==> src/rtl/handshake_sink_check.sv <==
// rtl/handshake_sink_check.sv - valid/ready sink with periodic backpressure, token counter and constant checker
module handshake_sink_check #(
  parameter int                    DATA_WIDTH   = 32,
  parameter logic [DATA_WIDTH-1:0] EXPECTED     = 32'h77CBF1FA,
  parameter int                    NUM_TOKENS   = 16,
  parameter int                    CNT_WIDTH    = 16,
  parameter int                    READY_PERIOD = 4,
  parameter int                    READY_DUTY   = 3
) (
  input  logic                  clk,
  input  logic                  rst,
  input  logic [DATA_WIDTH-1:0] ins,
  input  logic                  ins_valid,
  output logic                  ins_ready,
  output logic [CNT_WIDTH-1:0]  token_count,
  output logic                  mismatch,
  output logic [DATA_WIDTH-1:0] first_bad,
  output logic                  done
);

  localparam int PH_W = (READY_PERIOD > 1) ? $clog2(READY_PERIOD) : 1;

  // A zero duty would leave the sink permanently stalled.
  if (READY_DUTY < 1) begin : g_bad_duty
    $error("handshake_sink_check: READY_DUTY must be >= 1");
  end

  typedef enum logic [1:0] {
    S_IDLE = 2'd0,
    S_RUN  = 2'd1,
    S_DONE = 2'd2
  } state_t;

  state_t                state_q;
  logic [PH_W-1:0]       phase_q;
  logic [PH_W-1:0]       phase_d;
  logic [CNT_WIDTH-1:0]  token_count_q;
  logic [CNT_WIDTH-1:0]  token_count_d;
  logic                  mismatch_q;
  logic [DATA_WIDTH-1:0] first_bad_q;
  logic                  done_q;
  logic                  xfer;
  logic                  last_xfer;
  logic                  bad_token;

  // Ready depends on registered state only, so there is no path from ins_valid.
  assign ins_ready = (state_q == S_RUN) && (32'(phase_q) < READY_DUTY);
  assign xfer      = ins_valid && ins_ready;
  assign bad_token = (ins != EXPECTED);

  // Next-state values for the backpressure phase and the token counter.
  always_comb begin
    phase_d       = (phase_q == PH_W'(READY_PERIOD - 1)) ? '0 : phase_q + 1'b1;
    token_count_d = token_count_q + 1'b1;
    // Compared on the widened count so a bound equal to 2^CNT_WIDTH still terminates.
    last_xfer     = xfer && (NUM_TOKENS != 0) && ((int'(token_count_q) + 1) == NUM_TOKENS);
  end

  // Sink FSM with all status registers; reset overrides any transfer in flight.
  always_ff @(posedge clk) begin
    if (rst) begin
      state_q       <= S_IDLE;
      phase_q       <= '0;
      token_count_q <= '0;
      mismatch_q    <= 1'b0;
      first_bad_q   <= '0;
      done_q        <= 1'b0;
    end else begin
      case (state_q)
        S_IDLE: begin
          state_q <= S_RUN;
        end
        S_RUN: begin
          phase_q <= phase_d;
          if (xfer) begin
            token_count_q <= token_count_d;
            // Only the first offending value is kept for diagnosis.
            if (bad_token && !mismatch_q) begin
              mismatch_q  <= 1'b1;
              first_bad_q <= ins;
            end
            if (last_xfer) begin
              state_q <= S_DONE;
              done_q  <= 1'b1;
            end
          end
        end
        default: begin
          state_q <= state_q;
        end
      endcase
    end
  end

  assign token_count = token_count_q;
  assign mismatch    = mismatch_q;
  assign first_bad   = first_bad_q;
  assign done        = done_q;

endmodule

==> config.mk <==
export PLATFORM = sky130hd
export DESIGN_NAME = handshake_sink_check
export DESIGN_NICKNAME = d
export VERILOG_FILES = /design/src/rtl/handshake_sink_check.sv
export SDC_FILE = /design/constraint.sdc
export NUM_CORES = 1
export LEC_CHECK = 0
export BUFFER_PORTS_ARGS = -buffer_cell sky130_fd_sc_hd__buf_4
export CELL_PAD_IN_SITES_DETAIL_PLACEMENT = 0
export CELL_PAD_IN_SITES_GLOBAL_PLACEMENT = 1
export CORE_AREA = 2 2 85 87
export CTS_CLUSTER_DIAMETER = 40
export DETAILED_ROUTE_END_ITERATION = 8
export DIE_AREA = 0 0 87 89
export HOLD_SLACK_MARGIN = 0.12
export PLACE_DENSITY = 0.83
export SLEW_MARGIN = 5
export SYNTH_ARGS = -nofsm -noshare
export SYNTH_HDL_FRONTEND = slang
export SYNTH_SLANG_ARGS = --single-unit
==> constraint.sdc <==
create_clock -name clk -period 2.19 [get_ports clk]
set_input_delay 0.1095 -clock clk [delete_from_list [all_inputs] [get_ports clk]]
set_output_delay 0.1095 -clock clk [all_outputs]
set_load 0.01 [all_outputs]
=== Yosys cells after proc, flatten, opt, wreduce, memory -nomap -nowiden ===
Index checks and enable logic that the tools add are counted.

* Flip-flop bits (word level): 54
* Input port bits: 35
* Output and inout bits: 51
* Logic and storage cells: 31

* Add/subtract/negate cells: 3
* $lt $le $gt $ge: 1
* Equality and inequality tests: 6
* Muxes and demuxes: 4
* Reduce and logical (&&, ||, !) cells: 11

{| class="wikitable"
|+ Operators with widths
! kind !! number
|-
| $ne A32 B31 Y1 const B || 1
|-
| $add A16 B1 Y17 const B || 1
|-
| $eq A17 B5 Y1 const B || 1
|-
| $add A16 B1 Y16 const B || 1
|-
| $reduce_and A3 Y1 || 3
|-
| $mux W2 || 3
|-
| $logic_and A1 B1 Y1 || 4
|-
| $ne A2 B2 Y1 const B || 2
|-
| $pmux W2 S2 || 1
|-
| $add A2 B1 Y2 const B || 1
|-
| $eq A2 B1 Y1 const B || 1
|-
| $eq A2 B2 Y1 const B || 1
|-
| $logic_not A2 Y1 || 1
|-
| $lt A2 B2 Y1 const B || 1
|-
| $reduce_and A2 Y1 || 1
|-
| $reduce_bool A2 Y1 || 1
|-
| $logic_not A1 Y1 || 1
|}

=== Longest topological paths before layout ===
* Word-level depth: 7
* Mapped depth: 7
* Depth with buffers taken out: 6

=== Least setup slack after synthesis ===
Ideal clock, no wire load.

* Path type: reg2reg
* Start: register token_count_q[0] (netlist: token_count[0])
* End: register state_q[0]
* Setup time: 115 ps
* Arrival time: 1736 ps
* Data required time: 2075 ps
* Slack: 339 ps
* Stages on the path, launching flop included: 7
* Buffers on the path: 0
* Period minus slack after synthesis: 1851 ps
* Path through: dfxtp_1 -> ha_1 -> nand3_1 -> nor4_1 -> xnor2_1 -> nand4_1 -> o21a_1

* Longest elaborated chain between the ends: 5

{| class="wikitable"
|+ Ends and longest elaborated chain
! element !! line !! text
|-
| start: declaration || 37 || <nowiki>logic [CNT_WIDTH-1:0] token_count_q;</nowiki>
|-
| start signal: assignment || 76 || <nowiki>token_count_q <= token_count_d;</nowiki>
|-
| $add A16 B1 Y17 || 56 || <nowiki>last_xfer = xfer && (NUM_TOKENS != 0) && ((int'(token_count_q) + 1) == NUM_TOKENS);</nowiki>
|-
| $eq A17 B5 Y1 || 56 ||
|-
| $logic_and A1 B1 Y1 || 56 ||
|-
| $ne A2 B2 Y1 (no source line) || - ||
|-
| $reduce_and A3 Y1 (no source line) || - ||
|-
| end signal: assignment || 89 || <nowiki>state_q <= state_q;</nowiki>
|-
| end: declaration || 34 || <nowiki>state_t state_q;</nowiki>
|}

Every way passes these cells.
A chain may end at the register's enable or synchronous reset.

=== Worst setup path after layout ===
* Start: input port ins[31]
* End: register first_bad_q[4] (netlist: first_bad[4])

* Longest elaborated chain between the ends: 3

{| class="wikitable"
|+ Ends and longest elaborated chain
! element !! line !! text
|-
| start: declaration || 12 || <nowiki>input logic [DATA_WIDTH-1:0] ins,</nowiki>
|-
| $ne A32 B31 Y1 || 49 || <nowiki>assign bad_token = (ins != EXPECTED);</nowiki>
|-
| $logic_and A1 B1 Y1 || 78 || <nowiki>if (bad_token && !mismatch_q) begin</nowiki>
|-
| $reduce_and A3 Y1 (no source line) || - ||
|-
| end signal: assignment || 80 || <nowiki>first_bad_q <= ins;</nowiki>
|-
| end: declaration || 40 || <nowiki>logic [DATA_WIDTH-1:0] first_bad_q;</nowiki>
|}

Every way passes these cells.

==> reports/qor.csv <==
metric,value,unit
status,finished clean,
wl,6.11,mm
mostFrequentLayoutCell,buf_4,
post-dp-hpwl,4.04,mm
crit_type,in -> reg,
maxSlewViolCount,0,
whs,0.237,ns
coreArea,0.00672,mm2
worstSetupEndpointType,register,
diodes,0,
min_to,token_count[1]$_SDFFE_PP0P_,
final_nets,404,
multi_input_area,0.00125,mm2
dr.first_iter.drc_count,72,
route.detailed.drc,0,
clockBufferDepth,2,
num_vias,2160,
fill_cells,603,
synth_cell_types,42,
worstMarginPinSlew,0.581,ns
ir_worst_vdd,0.281,mV
floorplan.initialDensity,35.9,%
hold_viol,0,
rsz0062_at_grt,no,
final_cell_area,0.00357,mm2
setup_viol,0,
h-tree-depth,2,
grt_usage,15.3,%
synth_seq_cells,54,
synth_cells,250,
grt_pass1_vias,1990,
cts_sinks,54,
seq_area,0.00108,mm2
final_cell_mix,"buf_4, nor2_1, dfxtp_1",
rows,30,
netlist_area,0.00241,mm2
cts_root_buf,clkbuf_8,
area_growth,47.8,%
drt-pass1-iter-count,5,
setup_tns,0,ns
critPathLaunchType,input port,
yosysWarnings,0,
holdPathStages,4,
slew_headroom,61.3,%
synth_seq_area_share,44.8,%
cp.arrival,2.18,ns
die_h,89,um
finalCritPeriodShare,91.6,%
clk_latency,0.31,ns
dieArea,0.00774,mm2
grt_pass1_wl,9.28,mm
fin_total_pwr,2.01,mW
rr_endpoint,state_q[0]$_SDFFE_PP0P_,
rrSetupSlack,0.20,ns
skew,0.00581,ns
max_freq,498,MHz
powerDensity,564,mW/mm2
reg2regPathDepth,6,
grt_start_max_net_pins,57,
cts_buffers,5,
antenna_found_initial,0,
drive_gt1_share,28.9,%
clkTransAtPathRegs,0.09,ns
min_path_type,in -> reg,
hp-start,ins_valid,
viasPerCell,4.83,
placed_cell_area,0.00313,mm2
ioPinCount,86,
cp.required,2.37,ns
ant_nets,0,
detail_route.wl_per_cell,13.7,um
grt_overflow,0,
synth_nets,288,
cap_violations,0,
r2r_start,token_count[1]$_SDFFE_PP0P_,
leakagePower,1.50,nW
die_w,87,um
synth.avg_cell_area,9.66,um2
io_buffers,85,
cts_tree,yes,
cp_max_fo,24,
fin_crit,2.01,ns
gp_congestion,0.711,
synth_stat cells (all sizes together):
cell      n  share of area (%)
nor2     57                8.9
dfxtp    54                 45
mux2i    35                 15
xnor2     9                3.3
clkbuf    8                1.3
xor2      8                2.9
nand2     7                1.1
nor3      7                1.7
nand3     6                1.5
nor4      6                2.4
a21oi     5                1.0
buf       5                1.9
nand4     5                1.6
inv       4               0.62
ha        3                1.6
nand2b    3               0.78
nand4b    3                1.1
nand4bb   3                2.1
o31ai     3               0.93
and2      2               0.52
and3      2               0.52
nor3b     2               0.62
or3       2               0.52
or4b      2               0.83
a211oi    1               0.52
a31oi     1               0.26
and4      1               0.36
and4bb    1               0.52
o211ai    1               0.31
o21a      1               0.31
o21ai     1               0.21
o311ai    1               0.36
o41ai     1               0.36
state kept, by name, indices dropped and copies added, names as in the netlist:
| register | flops |
|---|---|
| first_bad | 32 |
| token_count | 16 |
| phase_q | 2 |
| state_q | 2 |
| done | 1 |
| mismatch | 1 |
worst max-delay path, stage by stage:
cell           delay [ns]
dlygate4sd3_1        0.53
buf_4                0.13
or4b_1               0.55
nor4_4               0.28
a211oi_4             0.13
buf_12               0.20
mux2i_1              0.17
nor2_1               0.06
worst max-delay path by stage:
stage / cells past startpoint / from / to
global route: 6 / token_count[1]$_SDFFE_PP0P_ / done$_SDFFE_PP0P_
CTS: 8 / ins[31] / first_bad[5]$_SDFFE_PP0P_
finish: 8 / ins[31] / first_bad[4]$_SDFFE_PP0P_
global placement: 6 / phase_q[0]$_SDFFE_PP0P_ / first_bad[31]$_SDFFE_PP0P_
floorplan: 6 / token_count[0]$_SDFFE_PP0P_ / state_q[0]$_SDFFE_PP0P_
detailed placement: 6 / phase_q[0]$_SDFFE_PP0P_ / first_bad[5]$_SDFFE_PP0P_
through the flow:
stage	util, %	instances	worst slack [ns]
finish	53.1	447	0.183
global route	53.1	447	0.00707
CTS	52.9	446	0.0344
detailed placement	46.5	406	0.0905
global placement	46.5	406	0.152
floorplan	-	250	0.339
cells by family (layout without fill, tap and decap cells):
kind of cell	count (synthesis)	count (layout)	synth area share, %
flops	54	54	44.8
compound gates	15	15	4.30
mux	35	35	14.5
simple gates	109	109	24.9
buf+inv	17	134	3.83
fa+ha+maj	3	3	1.55
xor+xnor	17	17	6.17
report_power, final:
part / switching [mW] / leakage, nW / internal [mW]
logic: 0.130 / 1.01 / 0.175
registers: 0.0226 / 0.440 / 1.02
clock network: 0.324 / 0.0514 / 0.341
total: 0.477 / 1.50 / 1.54
final cells by class:
type                    count  share of cell area, %
inverters                   4                  0.421
repair buffers            122                   28.3
clock inverters             2                   1.05
well taps                  80                   2.81
clock buffers               6                   2.03
multi-input cells         179                   35.1
flip-flops and latches     54                   30.3
routing by layer:
metal,GRT usage [%],share of wire [%]
met4,3.84,1.5
met5,0,0
met2,26.2,48
met1,19.2,46
met3,3.88,5.4
what timing repair did:
action,in CTS,in global routing
hold buffers,32,0
endpoints found under the hold margin,32,0
gates resized for setup,0,1
buffers inserted,0,1
endpoints found under the setup margin,0,23
(Power assumes the default switching activity.)
